--- config.mk ---
export PLATFORM = sky130hd
export DESIGN_NAME = id_ex_stage_flat
export DESIGN_NICKNAME = d
export VERILOG_FILES = /design/src/rtl/id_ex_stage_pkg.sv /design/src/rtl/id_ex_stage_if.sv /design/src/rtl/id_ex_stage_hazard_unit.sv /design/src/rtl/id_ex_stage.sv /design/src/flat_wrapper.sv
export SDC_FILE = /design/constraint.sdc
export NUM_CORES = 1
export LEC_CHECK = 0
export ABC_AREA = 1
export CAP_MARGIN = 20
export CELL_PAD_IN_SITES_DETAIL_PLACEMENT = 0
export CELL_PAD_IN_SITES_GLOBAL_PLACEMENT = 1
export CORE_MARGIN = 1.5
export CORE_UTILIZATION = 31
export CTS_BUF_LIST = sky130_fd_sc_hd__clkbuf_4
export DETAILED_ROUTE_END_ITERATION = 10
export PLACE_DENSITY_LB_ADDON = 0.08
export SYNTH_ARGS = -nofsm -noshare
export SYNTH_HDL_FRONTEND = slang
export SYNTH_SLANG_ARGS = --single-unit
--- constraint.sdc ---
create_clock -name clk -period 2.5 [get_ports clk]
set_input_delay 0.375 -clock clk [delete_from_list [all_inputs] [get_ports clk]]
set_output_delay 0.375 -clock clk [all_outputs]
set_load 0.01 [all_outputs]
--- src/rtl/id_ex_stage_pkg.sv ---
`default_nettype none
// ============================================================================
// Module      : id_ex_stage_pkg
// Description : Shared encodings for the ID/EX stage of the RV32I pipeline:
//               ALU control codes, ResultSrc encodings, forwarding selects,
//               branch Funct3 codes and the branch-condition helper.
// Ports       : none (package)
// Revision    : 1.0 - initial release
// ============================================================================
package id_ex_stage_pkg;

   // ALU operation codes carried from Decode to the ALU
   localparam logic [2:0] ALU_CTRL_ADD = 3'b000;
   localparam logic [2:0] ALU_CTRL_SUB = 3'b001;
   localparam logic [2:0] ALU_CTRL_AND = 3'b010;
   localparam logic [2:0] ALU_CTRL_OR  = 3'b011;
   localparam logic [2:0] ALU_CTRL_SLT = 3'b101;

   // Writeback result source
   localparam logic [1:0] RES_SRC_ALU  = 2'b00;
   localparam logic [1:0] RES_SRC_LOAD = 2'b01;
   localparam logic [1:0] RES_SRC_PC4  = 2'b10;

   // Operand forwarding selects
   localparam logic [1:0] FWD_NONE = 2'b00;
   localparam logic [1:0] FWD_WB   = 2'b01;
   localparam logic [1:0] FWD_MEM  = 2'b10;

   // Branch condition codes (Funct3)
   localparam logic [2:0] F3_BEQ = 3'b000;
   localparam logic [2:0] F3_BNE = 3'b001;
   localparam logic [2:0] F3_BLT = 3'b100;
   localparam logic [2:0] F3_BGE = 3'b101;

   // Decode programs SUB for beq/bne and SLT for blt/bge, so every supported
   // condition reduces to the ALU Zero flag: SLT result 1 (Zero=0) means less.
   function automatic logic branch_taken(input logic [2:0] funct3, input logic zero);
      logic taken;
      taken = 1'b0;
      case (funct3)
         F3_BEQ:  taken = zero;
         F3_BNE:  taken = ~zero;
         F3_BLT:  taken = ~zero;
         F3_BGE:  taken = zero;
         default: taken = 1'b0;
      endcase
      return taken;
   endfunction

endpackage
`default_nettype wire

--- src/rtl/id_ex_stage_if.sv ---
`default_nettype none
// ============================================================================
// Module      : id_ex_stage_if
// Description : Bundle between Decode/Memory/Writeback/ALU and the ID/EX
//               stage. The master side drives decoded fields, forwarding
//               sources and the ALU Zero flag; the slave side (the stage)
//               returns ALU operands, E-stage controls and hazard controls.
// Ports       : master - drives *D, *M, *W, ZeroE; reads E and hazard outputs
//               slave  - reads *D, *M, *W, ZeroE; drives E and hazard outputs
// Revision    : 1.0 - initial release
// ============================================================================
interface id_ex_stage_if #(
   parameter int XLEN = 32,
   parameter int RA_W = 5
);
   // Decode-stage fields
   logic [XLEN-1:0] RD1D, RD2D, ImmExtD, PCD, PCPlus4D;
   logic [RA_W-1:0] Rs1D, Rs2D, RdD;
   logic [2:0]      ALUControlD;
   logic            ALUSrcD, RegWriteD, MemWriteD, BranchD, JumpD;
   logic [1:0]      ResultSrcD;
   logic [2:0]      Funct3D;
   // Forwarding sources and ALU feedback
   logic [XLEN-1:0] ALUResultM, ResultW;
   logic [RA_W-1:0] RdM, RdW;
   logic            RegWriteM, RegWriteW;
   logic            ZeroE;
   // Execute-stage outputs
   logic [XLEN-1:0] SrcAE, SrcBE, WriteDataE, PCPlus4E, PCTargetE;
   logic [2:0]      ALUControlE;
   logic [RA_W-1:0] RdE;
   logic            RegWriteE, MemWriteE;
   logic [1:0]      ResultSrcE;
   logic            PCSrcE;
   // Hazard controls
   logic            StallF, StallD, FlushD;

   modport master (
      output RD1D, RD2D, ImmExtD, PCD, PCPlus4D, Rs1D, Rs2D, RdD, ALUControlD,
             ALUSrcD, RegWriteD, MemWriteD, BranchD, JumpD, ResultSrcD, Funct3D,
             ALUResultM, ResultW, RdM, RdW, RegWriteM, RegWriteW, ZeroE,
      input  SrcAE, SrcBE, WriteDataE, PCPlus4E, PCTargetE, ALUControlE, RdE,
             RegWriteE, MemWriteE, ResultSrcE, PCSrcE, StallF, StallD, FlushD
   );

   modport slave (
      input  RD1D, RD2D, ImmExtD, PCD, PCPlus4D, Rs1D, Rs2D, RdD, ALUControlD,
             ALUSrcD, RegWriteD, MemWriteD, BranchD, JumpD, ResultSrcD, Funct3D,
             ALUResultM, ResultW, RdM, RdW, RegWriteM, RegWriteW, ZeroE,
      output SrcAE, SrcBE, WriteDataE, PCPlus4E, PCTargetE, ALUControlE, RdE,
             RegWriteE, MemWriteE, ResultSrcE, PCSrcE, StallF, StallD, FlushD
   );
endinterface
`default_nettype wire

--- src/rtl/id_ex_stage_hazard_unit.sv ---
`default_nettype none
// ============================================================================
// Module      : hazard_unit
// Description : Purely combinational hazard logic for the E stage: operand
//               forwarding selects, load-use detection and the stall/flush
//               controls for Fetch, Decode and Execute.
// Ports       : rs1_d, rs2_d        - source registers of the Decode instr
//               rs1_e, rs2_e, rd_e  - registers of the Execute instr
//               result_src_e        - identifies a load in Execute
//               rd_m/reg_write_m, rd_w/reg_write_w - forwarding producers
//               pc_src_e            - taken branch / jump in Execute
//               forward_a/b         - operand selects (00 RF, 01 WB, 10 MEM)
//               stall_f, stall_d, flush_d, flush_e - pipeline controls
// Revision    : 1.0 - initial release
// ============================================================================
module hazard_unit
   import id_ex_stage_pkg::*;
#(
   parameter int RA_W = 5
) (
   input  logic [RA_W-1:0] rs1_d,
   input  logic [RA_W-1:0] rs2_d,
   input  logic [RA_W-1:0] rs1_e,
   input  logic [RA_W-1:0] rs2_e,
   input  logic [RA_W-1:0] rd_e,
   input  logic [1:0]      result_src_e,
   input  logic [RA_W-1:0] rd_m,
   input  logic            reg_write_m,
   input  logic [RA_W-1:0] rd_w,
   input  logic            reg_write_w,
   input  logic            pc_src_e,
   output logic [1:0]      forward_a,
   output logic [1:0]      forward_b,
   output logic            stall_f,
   output logic            stall_d,
   output logic            flush_d,
   output logic            flush_e
);

   logic w_lw_stall;

   // Memory is the younger producer, so it wins over Writeback; x0 never forwards.
   function automatic logic [1:0] fwd_sel(input logic [RA_W-1:0] rs,
                                          input logic [RA_W-1:0] rdm, input logic wem,
                                          input logic [RA_W-1:0] rdw, input logic wew);
      logic [1:0] sel;
      sel = FWD_NONE;
      if (wem && (rdm != '0) && (rs == rdm))
         sel = FWD_MEM;
      else if (wew && (rdw != '0) && (rs == rdw))
         sel = FWD_WB;
      return sel;
   endfunction

   assign forward_a = fwd_sel(rs1_e, rd_m, reg_write_m, rd_w, reg_write_w);
   assign forward_b = fwd_sel(rs2_e, rd_m, reg_write_m, rd_w, reg_write_w);

   assign w_lw_stall = (result_src_e == RES_SRC_LOAD) && (rd_e != '0) &&
                       ((rs1_d == rd_e) || (rs2_d == rd_e));

   assign stall_f = w_lw_stall;
   assign stall_d = w_lw_stall;
   assign flush_d = pc_src_e;
   // A single bubble covers both causes when they coincide.
   assign flush_e = w_lw_stall | pc_src_e;

endmodule
`default_nettype wire

--- src/rtl/id_ex_stage.sv ---
`default_nettype none
// ============================================================================
// Module      : id_ex_stage
// Description : ID/EX pipeline register with execute-stage operand
//               selection, forwarding, branch resolution and hazard control
//               for a 5-stage RV32I pipeline. The E register never stalls;
//               a flush loads an all-zero bubble.
// Ports       : clk     - rising-edge clock
//               reset_n - asynchronous active-low reset (clears E to bubble)
//               bus     - id_ex_stage_if slave: Decode fields, M/W forwarding
//                         sources and ZeroE in; ALU operands, E controls,
//                         PCSrcE/PCTargetE and StallF/StallD/FlushD out
// Revision    : 1.0 - initial release
// ============================================================================
module id_ex_stage
   import id_ex_stage_pkg::*;
#(
   parameter int XLEN = 32,
   parameter int RA_W = 5
) (
   input  logic         clk,
   input  logic         reset_n,
   id_ex_stage_if.slave bus
);

   // E-stage register contents
   logic [XLEN-1:0] r_rd1_e, r_rd2_e, r_imm_e, r_pc_e, r_pc4_e;
   logic [RA_W-1:0] r_rs1_e, r_rs2_e, r_rd_e;
   logic [2:0]      r_alu_ctrl_e, r_funct3_e;
   logic            r_alu_src_e, r_reg_write_e, r_mem_write_e, r_branch_e, r_jump_e;
   logic [1:0]      r_result_src_e;

   logic [1:0]      w_forward_a, w_forward_b;
   logic [XLEN-1:0] w_src_a, w_write_data;
   logic            w_pc_src_e, w_flush_e, w_stall_f, w_stall_d, w_flush_d;

   hazard_unit #(.RA_W(RA_W)) u_hazard (
      .rs1_d        (bus.Rs1D),
      .rs2_d        (bus.Rs2D),
      .rs1_e        (r_rs1_e),
      .rs2_e        (r_rs2_e),
      .rd_e         (r_rd_e),
      .result_src_e (r_result_src_e),
      .rd_m         (bus.RdM),
      .reg_write_m  (bus.RegWriteM),
      .rd_w         (bus.RdW),
      .reg_write_w  (bus.RegWriteW),
      .pc_src_e     (w_pc_src_e),
      .forward_a    (w_forward_a),
      .forward_b    (w_forward_b),
      .stall_f      (w_stall_f),
      .stall_d      (w_stall_d),
      .flush_d      (w_flush_d),
      .flush_e      (w_flush_e)
   );

   always_comb begin
      case (w_forward_a)
         FWD_MEM: w_src_a = bus.ALUResultM;
         FWD_WB:  w_src_a = bus.ResultW;
         default: w_src_a = r_rd1_e;
      endcase
      case (w_forward_b)
         FWD_MEM: w_write_data = bus.ALUResultM;
         FWD_WB:  w_write_data = bus.ResultW;
         default: w_write_data = r_rd2_e;
      endcase
   end

   // ZeroE comes back from the ALU within the same cycle.
   assign w_pc_src_e = (r_branch_e & branch_taken(r_funct3_e, bus.ZeroE)) | r_jump_e;

   always_ff @(posedge clk or negedge reset_n) begin
      if (!reset_n) begin
         r_rd1_e        <= '0;
         r_rd2_e        <= '0;
         r_imm_e        <= '0;
         r_pc_e         <= '0;
         r_pc4_e        <= '0;
         r_rs1_e        <= '0;
         r_rs2_e        <= '0;
         r_rd_e         <= '0;
         r_alu_ctrl_e   <= '0;
         r_funct3_e     <= '0;
         r_alu_src_e    <= 1'b0;
         r_reg_write_e  <= 1'b0;
         r_mem_write_e  <= 1'b0;
         r_branch_e     <= 1'b0;
         r_jump_e       <= 1'b0;
         r_result_src_e <= '0;
      end else begin
         // Flush loads the same all-zero bubble that reset produces.
         r_rd1_e        <= w_flush_e ? '0   : bus.RD1D;
         r_rd2_e        <= w_flush_e ? '0   : bus.RD2D;
         r_imm_e        <= w_flush_e ? '0   : bus.ImmExtD;
         r_pc_e         <= w_flush_e ? '0   : bus.PCD;
         r_pc4_e        <= w_flush_e ? '0   : bus.PCPlus4D;
         r_rs1_e        <= w_flush_e ? '0   : bus.Rs1D;
         r_rs2_e        <= w_flush_e ? '0   : bus.Rs2D;
         r_rd_e         <= w_flush_e ? '0   : bus.RdD;
         r_alu_ctrl_e   <= w_flush_e ? '0   : bus.ALUControlD;
         r_funct3_e     <= w_flush_e ? '0   : bus.Funct3D;
         r_alu_src_e    <= w_flush_e ? 1'b0 : bus.ALUSrcD;
         r_reg_write_e  <= w_flush_e ? 1'b0 : bus.RegWriteD;
         r_mem_write_e  <= w_flush_e ? 1'b0 : bus.MemWriteD;
         r_branch_e     <= w_flush_e ? 1'b0 : bus.BranchD;
         r_jump_e       <= w_flush_e ? 1'b0 : bus.JumpD;
         r_result_src_e <= w_flush_e ? '0   : bus.ResultSrcD;
      end
   end

   assign bus.SrcAE       = w_src_a;
   assign bus.WriteDataE  = w_write_data;
   assign bus.SrcBE       = r_alu_src_e ? r_imm_e : w_write_data;
   assign bus.ALUControlE = r_alu_ctrl_e;
   assign bus.PCPlus4E    = r_pc4_e;
   assign bus.PCTargetE   = r_pc_e + r_imm_e;
   assign bus.RdE         = r_rd_e;
   assign bus.RegWriteE   = r_reg_write_e;
   assign bus.MemWriteE   = r_mem_write_e;
   assign bus.ResultSrcE  = r_result_src_e;
   assign bus.PCSrcE      = w_pc_src_e;
   assign bus.StallF      = w_stall_f;
   assign bus.StallD      = w_stall_d;
   assign bus.FlushD      = w_flush_d;

endmodule
`default_nettype wire

--- src/flat_wrapper.sv ---
// flat-port wrapper written by rule: the top's interface ports become plain ports
module id_ex_stage_flat import id_ex_stage_pkg::*;
#(
   parameter int XLEN = 32,
   parameter int RA_W = 5
)
  (clk, reset_n, bus_RD1D, bus_RD2D, bus_ImmExtD, bus_PCD, bus_PCPlus4D, bus_Rs1D, bus_Rs2D, bus_RdD, bus_ALUControlD, bus_ALUSrcD, bus_RegWriteD, bus_MemWriteD, bus_BranchD, bus_JumpD, bus_ResultSrcD, bus_Funct3D, bus_ALUResultM, bus_ResultW, bus_RdM, bus_RdW, bus_RegWriteM, bus_RegWriteW, bus_ZeroE, bus_SrcAE, bus_SrcBE, bus_WriteDataE, bus_PCPlus4E, bus_PCTargetE, bus_ALUControlE, bus_RdE, bus_RegWriteE, bus_MemWriteE, bus_ResultSrcE, bus_PCSrcE, bus_StallF, bus_StallD, bus_FlushD);
  id_ex_stage_if #(.XLEN(XLEN), .RA_W(RA_W)) bus_i ();
  input  logic clk;
  input  logic reset_n;
  input wire logic [$bits(bus_i.RD1D)-1:0] bus_RD1D;
  input wire logic [$bits(bus_i.RD2D)-1:0] bus_RD2D;
  input wire logic [$bits(bus_i.ImmExtD)-1:0] bus_ImmExtD;
  input wire logic [$bits(bus_i.PCD)-1:0] bus_PCD;
  input wire logic [$bits(bus_i.PCPlus4D)-1:0] bus_PCPlus4D;
  input wire logic [$bits(bus_i.Rs1D)-1:0] bus_Rs1D;
  input wire logic [$bits(bus_i.Rs2D)-1:0] bus_Rs2D;
  input wire logic [$bits(bus_i.RdD)-1:0] bus_RdD;
  input wire logic [$bits(bus_i.ALUControlD)-1:0] bus_ALUControlD;
  input wire logic [$bits(bus_i.ALUSrcD)-1:0] bus_ALUSrcD;
  input wire logic [$bits(bus_i.RegWriteD)-1:0] bus_RegWriteD;
  input wire logic [$bits(bus_i.MemWriteD)-1:0] bus_MemWriteD;
  input wire logic [$bits(bus_i.BranchD)-1:0] bus_BranchD;
  input wire logic [$bits(bus_i.JumpD)-1:0] bus_JumpD;
  input wire logic [$bits(bus_i.ResultSrcD)-1:0] bus_ResultSrcD;
  input wire logic [$bits(bus_i.Funct3D)-1:0] bus_Funct3D;
  input wire logic [$bits(bus_i.ALUResultM)-1:0] bus_ALUResultM;
  input wire logic [$bits(bus_i.ResultW)-1:0] bus_ResultW;
  input wire logic [$bits(bus_i.RdM)-1:0] bus_RdM;
  input wire logic [$bits(bus_i.RdW)-1:0] bus_RdW;
  input wire logic [$bits(bus_i.RegWriteM)-1:0] bus_RegWriteM;
  input wire logic [$bits(bus_i.RegWriteW)-1:0] bus_RegWriteW;
  input wire logic [$bits(bus_i.ZeroE)-1:0] bus_ZeroE;
  output wire logic [$bits(bus_i.SrcAE)-1:0] bus_SrcAE;
  output wire logic [$bits(bus_i.SrcBE)-1:0] bus_SrcBE;
  output wire logic [$bits(bus_i.WriteDataE)-1:0] bus_WriteDataE;
  output wire logic [$bits(bus_i.PCPlus4E)-1:0] bus_PCPlus4E;
  output wire logic [$bits(bus_i.PCTargetE)-1:0] bus_PCTargetE;
  output wire logic [$bits(bus_i.ALUControlE)-1:0] bus_ALUControlE;
  output wire logic [$bits(bus_i.RdE)-1:0] bus_RdE;
  output wire logic [$bits(bus_i.RegWriteE)-1:0] bus_RegWriteE;
  output wire logic [$bits(bus_i.MemWriteE)-1:0] bus_MemWriteE;
  output wire logic [$bits(bus_i.ResultSrcE)-1:0] bus_ResultSrcE;
  output wire logic [$bits(bus_i.PCSrcE)-1:0] bus_PCSrcE;
  output wire logic [$bits(bus_i.StallF)-1:0] bus_StallF;
  output wire logic [$bits(bus_i.StallD)-1:0] bus_StallD;
  output wire logic [$bits(bus_i.FlushD)-1:0] bus_FlushD;
  assign bus_i.RD1D = bus_RD1D;
  assign bus_i.RD2D = bus_RD2D;
  assign bus_i.ImmExtD = bus_ImmExtD;
  assign bus_i.PCD = bus_PCD;
  assign bus_i.PCPlus4D = bus_PCPlus4D;
  assign bus_i.Rs1D = bus_Rs1D;
  assign bus_i.Rs2D = bus_Rs2D;
  assign bus_i.RdD = bus_RdD;
  assign bus_i.ALUControlD = bus_ALUControlD;
  assign bus_i.ALUSrcD = bus_ALUSrcD;
  assign bus_i.RegWriteD = bus_RegWriteD;
  assign bus_i.MemWriteD = bus_MemWriteD;
  assign bus_i.BranchD = bus_BranchD;
  assign bus_i.JumpD = bus_JumpD;
  assign bus_i.ResultSrcD = bus_ResultSrcD;
  assign bus_i.Funct3D = bus_Funct3D;
  assign bus_i.ALUResultM = bus_ALUResultM;
  assign bus_i.ResultW = bus_ResultW;
  assign bus_i.RdM = bus_RdM;
  assign bus_i.RdW = bus_RdW;
  assign bus_i.RegWriteM = bus_RegWriteM;
  assign bus_i.RegWriteW = bus_RegWriteW;
  assign bus_i.ZeroE = bus_ZeroE;
  assign bus_SrcAE = bus_i.SrcAE;
  assign bus_SrcBE = bus_i.SrcBE;
  assign bus_WriteDataE = bus_i.WriteDataE;
  assign bus_PCPlus4E = bus_i.PCPlus4E;
  assign bus_PCTargetE = bus_i.PCTargetE;
  assign bus_ALUControlE = bus_i.ALUControlE;
  assign bus_RdE = bus_i.RdE;
  assign bus_RegWriteE = bus_i.RegWriteE;
  assign bus_MemWriteE = bus_i.MemWriteE;
  assign bus_ResultSrcE = bus_i.ResultSrcE;
  assign bus_PCSrcE = bus_i.PCSrcE;
  assign bus_StallF = bus_i.StallF;
  assign bus_StallD = bus_i.StallD;
  assign bus_FlushD = bus_i.FlushD;
  id_ex_stage #(.XLEN(XLEN), .RA_W(RA_W)) u_core (.clk(clk), .reset_n(reset_n), .bus(bus_i));
endmodule
Word-level counts from Yosys, hierarchy flattened:

Cells that the tools add are included.

* add/sub/neg operators: 1
* multipliers: 0
* divide/modulo/power cells: 0
* $lt $le $gt $ge: 0
* equality and inequality tests: 14
* shift-type cells: 0
* mux-type cells: 24
* bitwise operators: 4
* reduce and logical (&&, ||, !) cells: 15

Operators with widths (count)
* $mux W32: 6
* $pmux W32 S2: 2
* $add A32 B32 Y32: 1
* $eq A5 B5 Y1: 6
* $mux W5: 3
* $reduce_bool A5 Y1: 3
* $logic_and A1 B1 Y1: 8
* $mux W1: 7
* $eq A2 B1 Y1 const B: 3
* $eq A3 B3 Y1 const B: 2
* $mux W2: 3
* $mux W3: 2
* $eq A2 B2 Y1 const B: 2
* $reduce_or A2 Y1: 2
* $eq A3 B1 Y1 const B: 1
* $logic_not A3 Y1: 1
* $or A1 B1 Y1: 2
* $pmux W1 S2: 1
* $and A1 B1 Y1: 1
* $logic_or A1 B1 Y1: 1
* $not A1 Y1: 1

* register bits: 188
* bits in latches: 0
* RAM bits: 0
* ROM bits: 0
* input bits: 267
* logic and storage cells: 74
* memories kept: 0

Longest topological paths before layout:

* depth in word-level cells: 8
* depth in mapped cells: 12
* depth with buffers taken out: 12

Modules after synthesis:

A second synthesis with hierarchy kept.

* cells, all modules: 1577
* area, all modules: 10775.3 um^2

Modules (own cells, without submodules)
* id_ex_stage: times used 1, cells an instance 1477, area each 10251.1 um^2, seq. area each 4704.5 um^2
* hazard_unit: times used 1, cells an instance 100, area each 524.3 um^2, seq. area each 0.0 um^2

Worst setup path before layout:

OpenSTA, ideal clock, no wires.

* kind: register to output
* start point: register u_core.r_imm_e[0]
* end point: output port bus_PCTargetE[16]
* arrival time: 1858 ps
* path slack: 267 ps
* cell stages (with the launch flop): 10
* buffers on the path: 0
* cells stage by stage: dfrtp_1 ha_1 fa_1 nand2_1 nand2_1 and2_1 a21oi_1 nor2_1 nor2_1 xnor2_1

* word-level cells in the longest chain between the ends: 1

Ends and longest elaborated chain
* from (decl): line id_ex_stage.sv:27 `logic [XLEN-1:0] r_rd1_e, r_rd2_e, r_imm_e, r_pc_e, r_pc4_e;`
* from (signal assigned): line id_ex_stage.sv:95 `r_imm_e <= w_flush_e ? '0 : bus.ImmExtD;`
* $add A32 B32 Y32: line id_ex_stage.sv:117 `assign bus.PCTargetE = r_pc_e + r_imm_e;`
* to (decl): line flat_wrapper.sv:38 `output wire logic [$bits(bus_i.PCTargetE)-1:0] bus_PCTargetE;`

No other way between the ends.

Worst setup path after layout:

* start point: register u_core.r_rs2_e[2]
* end point: output port bus_SrcBE[9]

* word-level cells in the longest chain between the ends: 7
* elaborated cells between the ends (all ways): 10

Ends and longest elaborated chain
* from (decl): line id_ex_stage.sv:28 `logic [RA_W-1:0] r_rs1_e, r_rs2_e, r_rd_e;`
* from (signal assigned): line id_ex_stage.sv:99 `r_rs2_e <= w_flush_e ? '0 : bus.Rs2D;`
* $eq A5 B5 Y1: line id_ex_stage_hazard_unit.sv:50 `else if (wew && (rdw != '0) && (rs == rdw))`
* $logic_and A1 B1 Y1: line id_ex_stage_hazard_unit.sv:50
* $mux W1: line id_ex_stage_hazard_unit.sv:50
* $mux W2 (*): line id_ex_stage_hazard_unit.sv:48 `if (wem && (rdm != '0) && (rs == rdm))`
* $eq A2 B1 Y1 / $eq A2 B2 Y1 (equally long branches): line id_ex_stage.sv:63 `case (w_forward_b)`
* $pmux W32 S2 (*): line id_ex_stage.sv:63
* $mux W32 (*): line id_ex_stage.sv:114 `assign bus.SrcBE = r_alu_src_e ? r_imm_e : w_write_data;`
* to (decl): line flat_wrapper.sv:35 `output wire logic [$bits(bus_i.SrcBE)-1:0] bus_SrcBE;`

Mark *: on every way between the ends. The rest lies on a longest branch, timed or not.

==> impl_metrics.json <==
{
  "place_congestion": 0.917,
  "finalMaxSlewViolations": 0,
  "required_ns": 2.12,
  "p_leak_nw": 10.4,
  "busiest_layer": "met2",
  "synth_area_leaders": "dfrtp_1 45%, nand2_1 11%, nand3_1 9.1%",
  "synth_top_area_frac": 0.445,
  "syn_nets": 1746,
  "clock_path_buffers": 2,
  "powerDensity_nw_per_um2": 612,
  "setup_viol": 126,
  "fin_nets": 2413,
  "area_delta_synth_final_pct": 97.4,
  "drive_gt1_frac": 0.384,
  "slew_headroom": 0.703,
  "h-tree-depth": 4,
  "crit_path_end_kind": "output port",
  "first_global_vias": 12719,
  "vias": 12033,
  "routedWlPerCell_um": 19.1,
  "vias_per_cell": 4.67,
  "utilization": 0.622,
  "synth-edff-count": 0,
  "synth_cells": 1447,
  "vdd_drop_max_uv": 639,
  "hold_class": "input port to asynchronous set/reset pin",
  "grt_start_max_net_pins": 58,
  "clkSinkCount": 188,
  "wirelength_um": 49300,
  "ys.flop_type": "dfrtp_1",
  "rows": 67,
  "antenna_found_initial": 8,
  "dpl.hpwl_um": 35600,
  "gr-total-overflow": 0,
  "cts_root_buf": "clkbuf_4",
  "start_util": 0.315,
  "rsz0062_at_grt": "yes",
  "tightest_slew_ns": 0.445,
  "grtUsageTotal": 0.273,
  "die_area_um2": 35200,
  "met1_usage": 0.300,
  "dieHeight_um": 188,
  "worstSetupPathType": "flop to output port",
  "syn-cell-area_um2": 10600,
  "synth_area_leader_cell": "dfrtp_1",
  "syn_avg_cell_area_um2": 7.30,
  "post-route-period-util": 1.21,
  "crit_arrival_ns": 2.65,
  "grt_pass1_wl_um": 72900,
  "ios": 443,
  "worst_setup_path_start_kind": "flop",
  "met3_usage": 0.0842,
  "die-width_um": 188,
  "ys.warnings.count": 0,
  "finalWorstSetupSlack_ns": -0.527,
  "synth_seq_area_share": 0.445,
  "drv_cap": 0,
  "synth_common_cells": "315 x nand2_1, 252 x nor2_1, 242 x inv_1",
  "use_met2": 0.488,
  "yosys_register_bits": 188,
  "post-route-min-period_ns": 3.03,
  "cts_tree": "yes",
  "hold_viol": 0,
  "antenna_left": 0,
  "synth_most_common_cell": "nand2_1",
  "cts-buffers-inserted": 17,
  "drt_pass1_iterations": 5,
  "clk-insertion-delay-late_ns": 0.66,
  "synthArstFlopShare": 1.00,
  "max_freq_ghz": 0.330,
  "holdWs_ns": 0.195,
  "skew_ns": 0.0282,
  "drtIter0Drc": 692,
  "power_mw": 12.8,
  "drc": 0,
  "violations": "setup timing",
  "cts.clk_slew.worst_paths_ns": 0.16,
  "core_area_um2": 33500,
  "status": "finished with violations",
  "post_synth_num_cell_types": 34,
  "crit_fanout": 7,
  "port_buffers": 442
}
==> layout make-up <==
type	instances	area, um2
diodes	4	10.0
flip-flops and latches	188	4710
multi-input cells	954	7130
fillers	2948	12700
inverters	243	922
clock buffers	18	135
well taps	448	561
repair buffers	710	7190
clock inverters	14	188
==> cell usage in the layout (no fill, tap or decap), types with 6 or more instances in the layout <==
cell	n
nand2_4	45
buf_6	161
nand3b_1	6
a21oi_2	18
nand3_4	55
xor2_2	9
xnor2_1	10
ha_4	28
clkdlybuf4s50_1	310
buf_2	41
a21oi_1	17
nand2_2	63
clkbuf_4	18
xor2_1	14
nand3_2	103
nand4_1	33
nor2_1	231
inv_1	235
nand2_1	205
buf_12	25
clkbuf_2	6
inv_2	6
dfrtp_1	186
nor2_2	15
nor2_4	9
o21ai_1	9
nand3_1	34
buf_4	147
==> metal layers <==
layer | vias up | share of wire
met4 | 6 | 0.037
met3 | 86 | 0.066
li1 | 5800 | -
met5 | - | 0.00083
met1 | 5708 | 0.38
met2 | 433 | 0.51
==> cells by family (layout without fill, tap and decap cells) <==
family                     Yosys count  count (layout)  synth area share
AOI/OAI and AO/OA                   67              67            0.0338
xor gates and xnor gates            40              40            0.0332
adders and majority gates           32              32            0.0386
buffers and inverters              305             985             0.122
DFF                                188             188             0.445
other                                0               4                 0
and+or+nand+nor                    815             815             0.327
==> critical path: stages, from the launching register on <==
cell and delay, ns:
dfrtp_1 0.45, buf_6 0.14, xor2_2 0.15, nor2_4 0.18, nand3_4 0.18, buf_12 0.18, clkbuf_16 0.16, buf_6 0.12
nand3_2 0.05, nand3_2 0.11, nand2_2 0.08, nand2_2 0.08, buf_6 0.13
==> timing repair <==
item                                    CTS  global route
pin swaps                                80           144
hold buffers                              1             0
hold endpoints to repair                 42             0
gates cloned                              9             5
setup buffers                            64            48
endpoints found under the setup margin  131           130
resized for setup                       773           478
==> sequential cells by signal, indices dropped and copies added (netlist names) <==
register	flops
u_core.bus.ResultSrcE	2
u_core.r_rs2_e	5
u_core.r_rd1_e	32
u_core.bus.PCPlus4E	32
u_core.r_pc_e	32
u_core.r_jump_e	1
u_core.r_rd2_e	32
u_core.bus.ALUControlE	3
u_core.r_funct3_e	3
u_core.r_branch_e	1
u_core.bus.RdE	5
u_core.bus.RegWriteE	1
u_core.bus.MemWriteE	1
u_core.r_alu_src_e	1
u_core.r_rs1_e	5
u_core.r_imm_e	32
==> stage by stage <==
| stage | std cells | setup TNS, ns | setup slack, ns | cell area, um2 |
|---|---|---|---|---|
| 6_report | 2579 | -47.52 | -0.527 | 20800 |
| 5_1_grt | 2578 | -63.95 | -0.655 | 20800 |
| 4_1_cts | 2537 | -50.35 | -0.595 | 18700 |
| 3_5_place_dp | 2435 | -53.76 | -0.610 | 16600 |
| 3_3_place_gp | 2435 | -50.79 | -0.570 | 16600 |
| 2_1_floorplan | 1447 | 0 | 0.267 | 10600 |
==> final timing paths <==
path	slack [ns]	startpoint	endpoint	depth (start not counted)
max in group asynchronous	1.48	reset_n	u_core.bus.RegWriteE$_DFF_PN0_	3
hold reg to reg	1.00	u_core.bus.ResultSrcE[1]$_DFF_PN0_	u_core.r_rd1_e[22]$_DFF_PN0_	6
hold / removal	0.20	reset_n	u_core.r_pc_e[17]$_DFF_PN0_	2
setup reg to reg	0.65	u_core.bus.RdE[4]$_DFF_PN0_	u_core.r_rs1_e[0]$_DFF_PN0_	9
setup / recovery	-0.53	u_core.r_rs2_e[2]$_DFF_PN0_	bus_SrcBE[9]	12
min in group clk	0.20	bus_ImmExtD[0]	u_core.r_imm_e[0]$_DFF_PN0_	3
==> power breakdown <==
part	leakage, nW	switching [mW]	internal (mW)	total, mW
Combinational	7.90	3.43	3.53	6.96
Clock	0.166	1.21	0.729	1.94
Sequential	2.37	0.358	3.51	3.87
Total	10.4	4.99	7.77	12.8
Note: power is estimated with default switching activity, not from simulation.
